--- config.mk ---
export PLATFORM = sky130hd
export DESIGN_NAME = exe_stage
export DESIGN_NICKNAME = d
export VERILOG_FILES = /design/src/rtl/exe_stage.sv
export SDC_FILE = /design/constraint.sdc
export NUM_CORES = 1
export LEC_CHECK = 0
export ABC_AREA = 1
export CORE_MARGIN = 1
export CORE_UTILIZATION = 52
export CTS_CLUSTER_SIZE = 12
export DETAILED_ROUTE_END_ITERATION = 10
export MAX_ROUTING_LAYER = met4
export PLACE_DENSITY = 0.88
export REMOVE_ABC_BUFFERS = 1
export SLEW_MARGIN = 20
export SYNTH_ARGS = -nofsm -noshare
export SYNTH_HDL_FRONTEND = slang
export SYNTH_SLANG_ARGS = --single-unit
export TNS_END_PERCENT = 10
--- constraint.sdc ---
create_clock -name clk -period 3.8 [get_ports clk]
set_input_delay 0.57 -clock clk [delete_from_list [all_inputs] [get_ports clk]]
set_output_delay 0.57 -clock clk [all_outputs]
set_load 0.005 [all_outputs]
--- src/rtl/exe_stage.sv ---
// Execute stage: operand forwarding, single-cycle ALU, an iterative shift-add
// multiplier that stalls the front of the pipeline, and the EXE/MEM register.
module exe_stage #(
  parameter int WIDTH = 32
) (
  input  logic             clk,
  input  logic             rst,
  input  logic             regwrite_exe,
  input  logic             memtoreg_exe,
  input  logic             memwrite_exe,
  input  logic             alusrc_exe,
  input  logic             regdst_exe,
  input  logic [3:0]       alucontrol_exe,
  input  logic [WIDTH-1:0] data1_exe,
  input  logic [WIDTH-1:0] data2_exe,
  input  logic [WIDTH-1:0] signext_exe,
  input  logic [4:0]       Rt_exe,
  input  logic [4:0]       Rd_exe,
  input  logic [4:0]       shamt_exe,
  input  logic [1:0]       forwardA,
  input  logic [1:0]       forwardB,
  input  logic [WIDTH-1:0] aluout_fwd,
  input  logic [WIDTH-1:0] result_wb,
  output logic             stall_exe,
  output logic             regwrite_mem,
  output logic             memtoreg_mem,
  output logic             memwrite_mem,
  output logic [WIDTH-1:0] aluout_mem,
  output logic [WIDTH-1:0] writedata_mem,
  output logic [4:0]       writereg_mem,
  output logic [1:0]       state_dbg
);

  localparam logic [3:0] OP_AND = 4'b0000;
  localparam logic [3:0] OP_OR  = 4'b0001;
  localparam logic [3:0] OP_ADD = 4'b0010;
  localparam logic [3:0] OP_XOR = 4'b0011;
  localparam logic [3:0] OP_NOR = 4'b0100;
  localparam logic [3:0] OP_SUB = 4'b0110;
  localparam logic [3:0] OP_SLT = 4'b0111;
  localparam logic [3:0] OP_SLL = 4'b1000;
  localparam logic [3:0] OP_SRL = 4'b1001;
  localparam logic [3:0] OP_SRA = 4'b1010;
  localparam logic [3:0] OP_MUL = 4'b1100;

  localparam int CW = $clog2(WIDTH + 1);

  typedef enum logic [1:0] {
    IDLE = 2'd0,
    BUSY = 2'd1,
    DONE = 2'd2
  } mul_state_t;

  mul_state_t       state;
  logic [WIDTH-1:0] mcand;
  logic [WIDTH-1:0] mplier;
  logic [WIDTH-1:0] acc;
  logic [CW-1:0]    cnt;

  logic [WIDTH-1:0] src_a;
  logic [WIDTH-1:0] fwd_b;
  logic [WIDTH-1:0] src_b;
  logic [WIDTH-1:0] alu_result;
  logic             is_mul;

  assign is_mul    = (alucontrol_exe == OP_MUL);
  assign state_dbg = state;

  // Handshake with the hazard unit: stall_exe high means PC, IF/ID and ID/EXE
  // hold their contents; it rises combinationally in the cycle a MUL is seen
  // in IDLE, stays up through all BUSY cycles and drops in DONE, when the
  // product is written and the pipeline is released. Reset forces it low.
  assign stall_exe = rst && (((state == IDLE) && is_mul) || (state == BUSY));

  // Forwarding muxes for both operands, then the immediate select for srcB.
  always_comb begin
    src_a = data1_exe;
    fwd_b = data2_exe;
    case (forwardA)
      2'b01:   src_a = result_wb;
      2'b10:   src_a = aluout_fwd;
      default: src_a = data1_exe;
    endcase
    case (forwardB)
      2'b01:   fwd_b = result_wb;
      2'b10:   fwd_b = aluout_fwd;
      default: fwd_b = data2_exe;
    endcase
    src_b = alusrc_exe ? signext_exe : fwd_b;
  end

  // Single-cycle ALU; MUL is served by the iterative unit, so it yields 0 here.
  always_comb begin
    alu_result = '0;
    case (alucontrol_exe)
      OP_AND:  alu_result = src_a & src_b;
      OP_OR:   alu_result = src_a | src_b;
      OP_ADD:  alu_result = src_a + src_b;
      OP_XOR:  alu_result = src_a ^ src_b;
      OP_NOR:  alu_result = ~(src_a | src_b);
      OP_SUB:  alu_result = src_a - src_b;
      OP_SLT:  alu_result = {{(WIDTH-1){1'b0}}, ($signed(src_a) < $signed(src_b))};
      OP_SLL:  alu_result = src_b << shamt_exe;
      OP_SRL:  alu_result = src_b >> shamt_exe;
      OP_SRA:  alu_result = WIDTH'($signed(src_b) >>> shamt_exe);
      default: alu_result = '0;
    endcase
  end

  // Multiplier FSM: latch operands in IDLE, WIDTH shift-add steps in BUSY,
  // release in DONE. Operands are captured once so later forwarding changes
  // during the stall cannot disturb the product.
  always_ff @(posedge clk) begin
    if (!rst) begin
      state  <= IDLE;
      mcand  <= '0;
      mplier <= '0;
      acc    <= '0;
      cnt    <= '0;
    end else begin
      case (state)
        IDLE: begin
          if (is_mul) begin
            mcand  <= src_a;
            mplier <= src_b;
            acc    <= '0;
            cnt    <= '0;
            state  <= BUSY;
          end
        end
        BUSY: begin
          if (mplier[0]) acc <= acc + mcand;
          mcand  <= mcand << 1;
          mplier <= mplier >> 1;
          cnt    <= cnt + 1'b1;
          if (cnt == CW'(WIDTH - 1)) state <= DONE;
        end
        DONE: begin
          state <= IDLE;
        end
        default: begin
          state <= IDLE;
        end
      endcase
    end
  end

  // EXE/MEM register: a fully zeroed bubble while stalled, the product in
  // DONE, otherwise the single-cycle ALU result.
  always_ff @(posedge clk) begin
    if (!rst || stall_exe) begin
      regwrite_mem  <= 1'b0;
      memtoreg_mem  <= 1'b0;
      memwrite_mem  <= 1'b0;
      aluout_mem    <= '0;
      writedata_mem <= '0;
      writereg_mem  <= '0;
    end else begin
      regwrite_mem  <= regwrite_exe;
      memtoreg_mem  <= memtoreg_exe;
      memwrite_mem  <= memwrite_exe;
      aluout_mem    <= (state == DONE) ? acc : alu_result;
      writedata_mem <= fwd_b;
      writereg_mem  <= regdst_exe ? Rd_exe : Rt_exe;
    end
  end

endmodule

==> results.tsv <==
metric	value	unit
globalRouteOverflowTotal	0	
met3_usage	0.123	
async_reset_ff_frac	0	
cts.sinks	176	
whs	0.488	ns
antenna_found_initial	2	
num_vias	27740	
slew_viol_final	0	
fp.dieH	198	µm
cts.clk_slew.worst_paths	0.08	ns
crit_fanout	14	
dpl.hpwl	76100	µm
synth_top_cell_area_share	0.176	
crit_arrival	4.28	ns
ys_seq_area_frac	0.176	
die_w	198	µm
powerDensity	306	nW/µm²
p_leak	13.2	nW
grt_max_degree	72	
initial_utilization	0.530	
cp-start-kind	input port	
setup_slack	-0.113	ns
gr-usage-all-layers	0.502	
ir_drop	0.000316	V
area_growth	42.7	%
clk_latency	0.49	ns
critPathMostFrequentCell	nand2_1	
cp-end-kind	flop	
ant_nets	0	
synthCells	3323	
cp_num_buf_inv	7	
vias_per_cell	6.18	
drtIter0Drc	4117	
coreArea	37800	µm²
io_buffers	264	
fmax	256	MHz
crit_chain	clkdlybuf4s50_1 -> buf_4 -> ha_4 -> buf_12 -> a22o_1 -> nand2_1 -> o21ai_1 -> inv_1 -> ha_4 -> nand2_2 -> nor2_2 -> buf_4 -> nand3_1 -> nand3_2 -> buf_4 -> nand3_1 -> nand2_1 -> nand2_1 -> nand3_1 -> nand2_1 -> inv_2 -> nand4_1 -> nand2_1 -> a21oi_1	
period_minus_slack	3.91	ns
die-area	39300	µm²
post-route-period-util	1.03	
cap_violations	0	
yosysTopAreaCell	dfxtp_1	
synth_cell_types	64	
critPathKind	in2reg	
hold_buffers	0	
crit_family	simple AND/OR/NAND/NOR gates	
violations	setup timing	
tritoncts.num_buffers	17	
setup_viol	2	
rsz0062_at_grt	true	
clk_path_buf_depth	2	
htree_levels	4	
worstHoldPathType	reg2reg	
timing.slew.headroom	0.437	
slowest_delay	0.48	ns
fillers	3022	
synth_edf_count	0	
cts_tree	yes	
wirelength	100000	µm
hold_violations	0	
wl_per_cell	22.4	µm
drtPass1Iterations	7	
grt_pass1_wl	144000	µm
required	4.17	ns
tightest_slew	0.843	ns
syn_area	20000	µm²
synthFlopType	dfxtp_1	
drc	0	
synth.avg_cell_area	6.02	µm²
synth-seq-cells	176	
rows	71	
top_usage_layer	met2	
fin_nets	4307	
post-route-util	0.756	
slowest_stage	clkdlybuf4s50_1	
met1_usage	0.599	
synth_top_cells_by_area	dfxtp_1, nand2_1, nand3_1	
final_layout_size_suffix_gt1_frac	0.244	
finClkSkew	0.0234	ns
yosysWarnings	0	
grtUsageMet2	0.726	
routabilityCongestion	1.14	
grt_pass1_vias	25471	
root_buffer	clkbuf_16	
ios	265	
outcome	finished, violations left	
-- per-stage QoR --
stage / std cells / setup WS (ns) / instance area [µm²] / TNS [ns] / power, mW
finish: 4488 / -0.113 / 28500 / -0.166 / 8.73
detailed placement: 4437 / -0.844 / 26600 / -17.73 / 6.22
CTS: 4475 / -0.0366 / 27500 / -0.217 / 8.14
global placement: 4437 / -0.759 / 26600 / -15.39 / 6.18
floorplan: 3153 / -1.58 / 19200 / -119.24 / 3.92
global route: 4488 / -0.257 / 28500 / -3.26 / 9.08
-- path summary, 6_finish.rpt --
check / start / end / slack (ns) / cells past startpoint
hold reg to reg: acc[14] / aluout_mem[14] / 0.49 / 2
setup reg to reg: mcand[0] / acc[28] / 0.96 / 13
setup / recovery: forwardA[0] / aluout_mem[27] / -0.11 / 24
hold / removal: acc[14] / aluout_mem[14] / 0.49 / 2
-- routing by layer --
metal | wire length, µm | vias up
met5 | 0 | -
met4 | 9300 | 0
met3 | 12800 | 522
met2 | 41400 | 2177
met1 | 37000 | 12528
li1 | - | 12513
-- cell type report --
class | count | area, µm² | share of cell area
multi-input cells | 2650 | 15600 | 0.546
repair buffers | 790 | 7000 | 0.245
flip-flops and latches | 176 | 3520 | 0.123
inverters | 327 | 1240 | 0.0434
well taps | 511 | 639 | 0.0224
clock buffers | 23 | 478 | 0.0167
clock inverters | 9 | 75.1 | 0.00263
diodes | 2 | 5.00 | 0.000175
-- cell usage after synthesis (all sizes together), types with 7 or more instances --
master	count
a21boi	31
a21o	9
a21oi	247
a221o	7
a221oi	27
a22o	23
a22oi	7
a31oi	44
buf	99
clkbuf	71
dfxtp	176
ha	152
inv	325
nand2	922
nand3	519
nand4	26
nor2	249
nor3	17
o211ai	31
o21a	9
o21ai	207
o221ai	21
o22ai	21
or2	36
xor2	9
-- power breakdown --
part | switching (mW) | internal, mW
Clock | 0.904 | 0.901
Combinational | 2.80 | 2.16
Sequential | 0.0408 | 1.93
Total | 3.74 | 4.99
-- logic make-up after synthesis --
logic type	Yosys count	synth area share
AO/OA/AOI/OAI	700	0.212
buffers and inverters	497	0.102
AND/OR/NAND/NOR	1785	0.407
XOR/XNOR	10	0.00438
adder cells (fa/ha/maj)	155	0.0980
flip-flops	176	0.176
-- sequential cells by signal, indices dropped and copies added, names as in the netlist --
name / cells
acc: 32
writereg_mem: 5
memtoreg_mem: 1
memwrite_mem: 1
state_dbg: 2
mplier: 32
aluout_mem: 32
cnt: 6
regwrite_mem: 1
writedata_mem: 32
mcand: 32
-- cells in the final DEF (no fill, tap or decap), drive strengths merged, types with 3 or more instances in the layout --
cell type and n:
a21boi 31, a21oi 247, nand3 519, o221ai 21, clkdlybuf4s50 260, nand3b 6, a22oi 7, xor2 9
a22o 23, a211oi 3, o211ai 31, nand2 922, or2 36, clkbuf 28, o21a 9, nor4 5
nor3b 3, nand4 26, a221o 7, o21ai 207, fa 3, o21bai 4, a31oi 44, buf 521
dfxtp 176, nor3 17, a21o 9, clkinv 6, inv 328, o22ai 21, nor2 249, ha 152
a221oi 27
-- worst register-to-register path, delay by kind of cell, from the launching register on --
kind / cells / cell delay, ns
DFF: 1 / 0.37
and+or+nand+nor: 5 / 0.68
adders and majority gates: 2 / 0.42
AOI/OAI and AO/OA: 6 / 1.22
-- repair_timing --
action | in CTS | in global routing
resized for setup | 89 | 256
gates cloned | 2 | 5
pin swaps | 13 | 44
endpoints found under the setup margin | 22 | 30
setup buffers | 4 | 6
Power figures use the tool's default switching activity.
